<file path="config.mk">
export PLATFORM = sky130hd
export DESIGN_NAME = fetch_queue
export DESIGN_NICKNAME = d
export VERILOG_FILES = /design/src/rtl/fetch_queue.sv
export SDC_FILE = /design/constraint.sdc
export NUM_CORES = 1
export LEC_CHECK = 0
export CORE_MARGIN = 2
export CORE_UTILIZATION = 30
export CTS_CLUSTER_SIZE = 25
export DETAILED_ROUTE_END_ITERATION = 10
export PLACE_DENSITY_LB_ADDON = 0.3
export SYNTH_ARGS = -nofsm -noshare
export SYNTH_HDL_FRONTEND = slang
export SYNTH_SLANG_ARGS = --single-unit
</file>
<file path="constraint.sdc">
create_clock -name clk -period 5.49 [get_ports clk]
set_input_delay 1.647 -clock clk [delete_from_list [all_inputs] [get_ports clk]]
set_output_delay 1.647 -clock clk [all_outputs]
set_load 0.1 [all_outputs]
</file>
<file path="src/rtl/fetch_queue.sv">
// Instruction fetch queue: issues one fetch at a time, predicts JAL
// targets statically, and buffers returned words for the decoder.
//
// Ports:
//   clk, rst           clock, synchronous active-high reset
//   rdy                global enable; low freezes all state
//   rob_clear          flush request, rob_new_pc is the redirect PC
//   fetch_req/addr     request to the cache, held until the response
//   mem_ready/instr/   one returned word and its address
//     mem_instr_addr
//   dec_valid/instr/   head entry presented to the decoder
//     pc/pred_taken
//   dec_ready          decoder consumes the head this cycle
module fetch_queue #(
   parameter int QUEUE_DEPTH = 4
) (
   input  logic        clk,
   input  logic        rst,
   input  logic        rdy,
   input  logic        rob_clear,
   input  logic [31:0] rob_new_pc,
   output logic        fetch_req,
   output logic [31:0] fetch_addr,
   input  logic        mem_ready,
   input  logic [31:0] mem_instr,
   input  logic [31:0] mem_instr_addr,
   output logic        dec_valid,
   output logic [31:0] dec_instr,
   output logic [31:0] dec_pc,
   output logic        dec_pred_taken,
   input  logic        dec_ready
);

   localparam int AW = (QUEUE_DEPTH > 1) ? $clog2(QUEUE_DEPTH) : 1;
   localparam logic [AW:0] FULL = (AW+1)'(QUEUE_DEPTH);
   localparam logic [AW:0] CNT_ONE = (AW+1)'(1);
   localparam logic [AW-1:0] PTR_ONE = AW'(1);

   typedef enum logic {IDLE, WAIT} state_t;

   state_t        state;
   logic [31:0]   pc;
   logic [AW-1:0] head;
   logic [AW-1:0] tail;
   logic [AW:0]   count;

   logic [31:0] q_instr [QUEUE_DEPTH];
   logic [31:0] q_pc    [QUEUE_DEPTH];
   logic        q_taken [QUEUE_DEPTH];

   logic        full;
   logic        empty;
   logic        clr;
   logic        accept;
   logic        pop;
   logic        is_jal;
   logic [31:0] j_imm;
   logic [31:0] next_pc;
   logic        unused_bits;

   assign full   = (count == FULL);
   assign empty  = (count == '0);
   assign clr    = rdy & rob_clear;
   assign pop    = ~empty & dec_ready;

   // Only a response whose address matches the inflight PC is kept;
   // anything else is stale and forces a refetch of the same PC.
   assign accept = (state == WAIT) & mem_ready
                 & (mem_instr_addr == pc);

   assign is_jal = (mem_instr[6:0] == 7'b1101111);
   assign j_imm  = {{11{mem_instr[31]}}, mem_instr[31],
                    mem_instr[19:12], mem_instr[20],
                    mem_instr[30:21], 1'b0};
   assign next_pc = is_jal ? (pc + j_imm) : (pc + 32'd4);

   assign unused_bits = ^mem_instr[11:7];

   // While waiting, pc still holds the inflight address.
   assign fetch_req  = ~rst & ~clr & ((state == WAIT) | ~full);
   assign fetch_addr = rst ? 32'd0 : pc;

   assign dec_valid      = ~rst & ~empty;
   assign dec_instr      = dec_valid ? q_instr[head] : 32'd0;
   assign dec_pc         = dec_valid ? q_pc[head] : 32'd0;
   assign dec_pred_taken = dec_valid ? q_taken[head] : 1'b0;

   always_ff @(posedge clk) begin
      if (rst) begin
         state <= IDLE;
         pc    <= 32'd0;
         head  <= '0;
         tail  <= '0;
         count <= '0;
         for (int i = 0; i < QUEUE_DEPTH; i++) begin
            q_instr[i] <= 32'd0;
            q_pc[i]    <= 32'd0;
            q_taken[i] <= 1'b0;
         end
      end else if (rdy) begin
         if (rob_clear) begin
            state <= IDLE;
            pc    <= rob_new_pc;
            head  <= '0;
            tail  <= '0;
            count <= '0;
         end else begin
            unique case (state)
               IDLE: begin
                  if (!full) state <= WAIT;
               end
               WAIT: begin
                  if (mem_ready) begin
                     state <= IDLE;
                     if (accept) pc <= next_pc;
                  end
               end
            endcase

            if (accept) begin
               q_instr[tail] <= mem_instr;
               q_pc[tail]    <= pc;
               q_taken[tail] <= is_jal;
               tail          <= tail + PTR_ONE;
            end
            if (pop) head <= head + PTR_ONE;

            unique case (1'b1)
               (accept & ~pop): count <= count + CNT_ONE;
               (pop & ~accept): count <= count - CNT_ONE;
               default:         count <= count;
            endcase
         end
      end
   end

endmodule

</file>
==> flow_metrics.py, run 1 <==
metrics = {
    "power_and_ir_drop": {
        "p_leak_nw": 7.68,
        "ir_drop_mv": 0.213,
        "power.density_nw_per_um2": 267,
        "seqPwrFrac": 0.461,
        "power.internal_w": 0.00423,
        "clockPowerShare": 0.406,
        "p_comb_frac": 0.134,
        "switching_share": 0.263,
        "p_sw_w": 0.00151,
    },
    "synthesis": {
        "synth_flop_cell": "edfxtp_1",
        "yosysMostFrequentCell": "and2_1",
        "synth-edff-count": 260,
        "synth_top_cells_by_count": "318 x and2_1, 260 x edfxtp_1, 75 x clkbuf_1",
        "netlist.area_leader.share": 0.465,
        "seq_area_frac_synth": 0.515,
        "synthCells": 1459,
        "synth.area.top_cells": "edfxtp_1 47%, and2_1 12%, mux4_2 8.7%",
        "post_synth.cell_area_avg_sq_um": 11.5,
        "ys_ff_latch": 302,
        "synth_cell_types": 69,
        "yosys_warnings": 0,
        "async_flop_share": 0,
        "synth_area_sq_um": 16800,
        "syn-num-nets": 1594,
        "yosysTopAreaCell": "edfxtp_1",
    },
    "grt": {
        "grt_overflow": 0,
        "grt_usage": 0.195,
        "grt_first_pass_wirelength_um": 83200,
        "grt_pass1_vias": 12359,
        "antenna_found_initial": 0,
        "grt_max_degree": 75,
    },
    "clocking": {
        "clkLatencyLatePin_ns": 0.53,
        "cts_buffers": 35,
        "cts.reportedPaths.clkPinSlew_ns": 0.06,
        "holdBufCountCts": 0,
        "cts.sinks": 302,
        "cts_setup_buffers": 0,
        "htreeDepth": 2,
        "root_buffer": "clkbuf_16",
        "cts_buffer_depth": 3,
        "tritoncts": "done",
        "cts_resized": 0,
    },
    "worst_setup_path": {
        "cpPeakStageDelay_ns": 0.40,
        "cp_max_fo": 21,
        "critPathRequiredTime_ns": 3.84,
        "critPathKind": "in2out",
        "slowest_stage": "a21oi_1",
        "critPathLaunchType": "input pin",
        "crit_arrival_ns": 3.01,
        "worst_setup_path_end_kind": "primary output",
        "cp_cell_sequence": "buf_4 -> inv_1 -> o41ai_1 -> a21oi_1 -> buf_12",
    },
    "timing": {
        "slew_viol_final": 0,
        "min_period_ns": 4.66,
        "hold_viol_final": 0,
        "tightest_slew_ns": 1.12,
        "clock_skew_ns": 0.0285,
        "fin_ws_ns": 0.831,
        "period_share": 0.849,
        "max_freq_mhz": 215,
        "setup-tns-final_ns": 0,
        "slew_headroom": 0.256,
        "rsz0062_at_grt": "false",
        "setup_violations": 0,
    },
    "layout": {
        "fin_util": 0.389,
        "diodes": 0,
        "seq_area_sq_um": 8660,
        "fin_nets": 1759,
        "drive_above_1_share": 0.167,
        "finalNonFillerCells": 2397,
        "fill_cells": 5239,
        "syn2layout_area_growth_pct": 28.1,
        "multiInputGateArea_sq_um": 7650,
    },
    "placed_design": {
        "numPortBuffers": 200,
        "hpwl_um": 39300,
        "placedCellCount": 2335,
        "pre_cts_ws_ns": 0.470,
        "gp_congestion": 0.997,
    },
    "drt": {
        "firstDrtPassIters": 5,
        "via_per_inst": 5.18,
        "wl_um": 56700,
        "drt_iter0_markers": 1197,
        "drtAntennaViolNets": 0,
        "drc": 0,
        "wl_per_cell_um": 23.7,
        "vias": 12419,
    },
    "run": {
        "maxCapViolations": 0,
    },
    "floorplan": {
        "floorplan.die.height_um": 241,
        "die-area_sq_um": 57900,
        "rows": 86,
        "io_pins": 201,
        "die_x_um": 241,
        "core_area_sq_um": 55200,
        "start_util": 0.304,
    },
    "status": {
        "status": "completed",
    },
    "hold_path": {
        "hold_path.class": "reg2reg",
    },
}
-- area by class of cell --
class / instances / share of cell area
Sequential cell: 302 / 0.403
Inverter: 21 / 0.00367
Timing Repair Buffer: 241 / 0.142
Multi-Input combinational cell: 1023 / 0.356
Clock buffer: 42 / 0.0439
Tap cell: 748 / 0.0435
Clock inverter: 20 / 0.00826
-- registers in the layout, indices dropped and copies added (netlist names), named ones only --
| register | flops |
|---|---|
| q_pc | 128 |
| q_taken | 4 |
| state | 1 |
| pc | 32 |
| head | 2 |
| tail | 2 |
| q_instr | 128 |
| count | 3 |
-- logic make-up after synthesis --
family                     Yosys count  synth area share
muxes                               68            0.0890
adders and majority gates           33            0.0255
buffers and inverters              134            0.0326
AOI/OAI and AO/OA                  207            0.0808
and+or+nand+nor                    645             0.220
xor gates and xnor gates            70            0.0365
DFF                                302             0.515
-- worst max-delay path, delay by kind of cell --
family,cells,cell delay (ns)
AO/OA/AOI/OAI,2,0.57
buffers and inverters,3,0.78
-- worst paths after layout --
check	startpoint	cells after the start	to	slack, ns
hold / removal	state	2	state	0.50
setup / recovery	rst	5	fetch_req	0.83
hold reg to reg	state	2	state	0.50
setup reg to reg	pc[16]	10	count[2]	1.84
-- layer usage --
layer / GRT usage / wire length [um] / vias up / part of all wire
met4: 0.0546 / 1320 / 0 / 0.023
met2: 0.320 / 27200 / 427 / 0.48
met3: 0.0287 / 3250 / 81 / 0.057
met1: 0.269 / 25000 / 6238 / 0.44
li1: - / - / 5673 / -
met5: 0 / 0 / - / 0
-- layout by cell type, fill, tap and decap left out, types with 4 or more instances in the layout --
master / n
edfxtp_1: 260
or3_1: 13
nor3_1: 35
nand2b_1: 10
a221oi_1: 7
a31oi_1: 7
o211ai_1: 12
o22ai_1: 5
xnor2_1: 24
buf_4: 61
o21ai_0: 35
mux4_2: 65
inv_1: 21
nand4_1: 16
buf_12: 80
clkbuf_16: 37
o2111ai_1: 7
a211oi_1: 23
a21o_1: 11
and2_1: 318
a21oi_1: 58
nor2_1: 66
nor4_1: 14
nand2_1: 63
o31ai_1: 5
dfxtp_1: 40
ha_1: 31
and3_1: 17
o21a_1: 7
clkinv_1: 10
a311oi_1: 4
nand3_1: 36
nor2b_1: 26
o21bai_1: 5
clkdlybuf4s50_1: 99
xor2_1: 46
clkbuf_1: 5
-- power groups by stage --
stage	Combinational, W	Clock [W]	Sequential [W]
floorplan	0.000460	0	0.00265
CTS	0.000769	0.00236	0.00265
finish	0.000768	0.00233	0.00264
global route	0.000816	0.00245	0.00265
global placement	0.000764	0	0.00269
detailed placement	0.000765	0	0.00269
-- stage by stage --
step           hold WS (ns)  area [sq um]  power (W)
2_1_floorplan         0.458         16800    0.00311
3_3_place_gp          0.480         20400    0.00345
3_5_place_dp          0.490         20400    0.00346
4_1_cts               0.500         21500    0.00577
5_1_grt               0.515         21500    0.00592
6_report              0.498         21500    0.00574
Power figures use the tool's default switching activity.
==> run 2, diff against run 1 <==
Clock period 5.49 ns to 3.76 ns, I/O delays scaled along.
==> run 2 against run 1 <==
Combinational power rose by 74%. Clock power is 45% higher. Non-clock buffer count increased by 156. Critical path type is now reg2out. Sequential cell count did not move. Register-to-register slack worse by 1.2 ns. Final cell count rose by 6.6%. First-iteration DRC count is 15% lower.
==> flow_metrics.py, run 2 (synthesis results as in run 1) <==
metrics = {
    "worst_setup_path": {
        "cp_cell_sequence": "buf_12 -> mux4_2 -> and2_2 -> buf_12",
        "timing.rr.end": "count[2]",
        "rr_worst_depth": 11,
        "critPathKind": "reg2out",
        "path_buf_inv": 2,
        "crit_arrival_ns": 2.46,
        "critPathLaunchType": "register",
        "worst_setup_path_end_kind": "primary output",
        "critPathRequiredTime_ns": 2.63,
        "cp_max_fo": 27,
        "cp_top_family": "flip-flops",
        "cpPeakStageDelay_ns": 0.59,
        "crit_path_frequent_cell": "buf_12",
        "reg2reg_from": "pc[22]",
        "r2r_slack_ns": 0.62,
        "slowest_stage": "dfxtp_4",
    },
    "floorplan": {
        "rows": 86,
        "io_pins": 201,
        "die-area_sq_um": 57900,
        "core_area_sq_um": 55200,
        "die_x_um": 241,
        "floorplan.die.height_um": 241,
        "start_util": 0.304,
    },
    "timing": {
        "min_period_ns": 3.59,
        "hold_viol_final": 0,
        "setup_violations": 0,
        "period_share": 0.954,
        "max_freq_mhz": 279,
        "slew_headroom": 0.545,
        "clock_skew_ns": 0.0200,
        "hold_slack_ns": 0.526,
        "slew_viol_final": 0,
        "rsz0062_at_grt": "false",
        "tightest_slew_ns": 0.681,
    },
    "drt": {
        "vias": 12934,
        "drt_iter0_markers": 1023,
        "wl_um": 58000,
        "drtAntennaViolNets": 0,
        "firstDrtPassIters": 8,
        "wl_per_cell_um": 22.7,
        "drc": 0,
        "via_per_inst": 5.06,
    },
    "clocking": {
        "cts_setup_buffers": 0,
        "root_buffer": "clkbuf_16",
        "cts.reportedPaths.clkPinSlew_ns": 0.07,
        "cts_buffers": 35,
        "clkLatencyLatePin_ns": 0.57,
        "htreeDepth": 2,
        "tritoncts": "done",
        "holdBufCountCts": 0,
        "cts.sinks": 302,
        "cts_buffer_depth": 3,
        "cts_resized": 0,
    },
    "placed_design": {
        "numPortBuffers": 200,
        "hpwl_um": 42300,
        "gp_congestion": 0.963,
    },
    "grt": {
        "grt_first_pass_wirelength_um": 84300,
        "grt_pass1_vias": 12990,
        "grt_max_degree": 67,
        "antenna_found_initial": 3,
        "grt_overflow": 0,
        "grt_usage": 0.200,
    },
    "hold_path": {
        "hold_path.class": "reg2reg",
        "hp-start": "state",
        "whs_path_depth": 2,
        "hold_end": "state",
    },
    "layout": {
        "fin_nets": 1915,
        "multiInputGateArea_sq_um": 7780,
        "fin_util": 0.422,
        "drive_above_1_share": 0.280,
        "top_regs": "q_instr (128), q_pc (128), pc (32)",
        "layout_commonest_cell": "and2_1",
        "syn2layout_area_growth_pct": 38.9,
        "final_cell_mix": "270 x and2_1, 260 x edfxtp_1, 176 x buf_4",
        "seq_area_sq_um": 8650,
        "fill_cells": 5127,
    },
    "power_and_ir_drop": {
        "power.density_nw_per_um2": 368,
        "ir_drop_mv": 0.245,
        "p_leak_nw": 8.63,
    },
    "status": {
        "status": "completed",
    },
    "run": {
        "maxCapViolations": 0,
    },
}
[run 2: changes by cell type in the layout (fill, tap and decap cells not counted), moves of 3 or more]
cell	previous run	this run
and2_1	318	270
and2_2	0	48
buf_12	80	120
buf_4	61	176
clkbuf_1	5	8
clkinv_1	10	7
nor2b_1	26	7
nor2b_2	0	19
[run 2: worst max path at each step]
stage / endpoint / cells past startpoint
floorplan: fetch_addr[11] / 4
CTS: dec_pc[1] / 4
global route: dec_instr[15] / 4
global placement: pc[23] / 13
finish: dec_instr[15] / 4
detailed placement: pc[23] / 13
[run 2: power breakdown]
group | switching, W | leakage (nW) | internal (W)
logic | 0.000769 | 5.17 | 0.000566
clock network | 0.00145 | 0.542 | 0.00195
registers | 0.0000827 | 2.91 | 0.00377
total | 0.00230 | 8.63 | 0.00628
[run 2: worst register-to-register path: stages, from the launching register on]
cell	delay, ns
dfxtp_1	0.62
xor2_1	0.28
nor4_1	0.37
buf_4	0.16
nand2_1	0.08
nor4_2	0.34
nor2_1	0.11
fa_1	0.40
nor3_1	0.19
a21oi_1	0.07
or3_1	0.30
a31oi_1	0.12
[run 2: area by class of cell]
| cell class | count | area share |
|---|---|---|
| well taps | 748 | 0.0402 |
| clock buffers | 43 | 0.0389 |
| clock inverters | 20 | 0.00918 |
| flip-flops and latches | 302 | 0.371 |
| diodes | 2 | 0.000215 |
| repair buffers | 397 | 0.203 |
| inverters | 21 | 0.00338 |
| multi-input cells | 1023 | 0.334 |
[run 2: metrics by stage]
step           setup TNS (ns)  power [W]  cells  area, sq um  worst slack (ns)
3_5_place_dp           -76.69    0.00525   2491        22200            -0.483
3_3_place_gp           -56.88    0.00524   2491        22200            -0.482
5_1_grt                     0    0.00887   2555        23300            0.0440
4_1_cts                     0    0.00864   2554        23300            0.0671
6_report                    0    0.00858   2556        23300             0.171
2_1_floorplan           -3.84    0.00455   1459        16900            -0.353
[run 2: per-layer routing]
metal | up-vias | GRT usage | share of wire
met1 | 6434 | 0.269 | 0.43
li1 | 5992 | - | -
met2 | 421 | 0.328 | 0.48
met3 | 83 | 0.0351 | 0.061
met5 | - | 0 | 0.00050
met4 | 4 | 0.0640 | 0.030
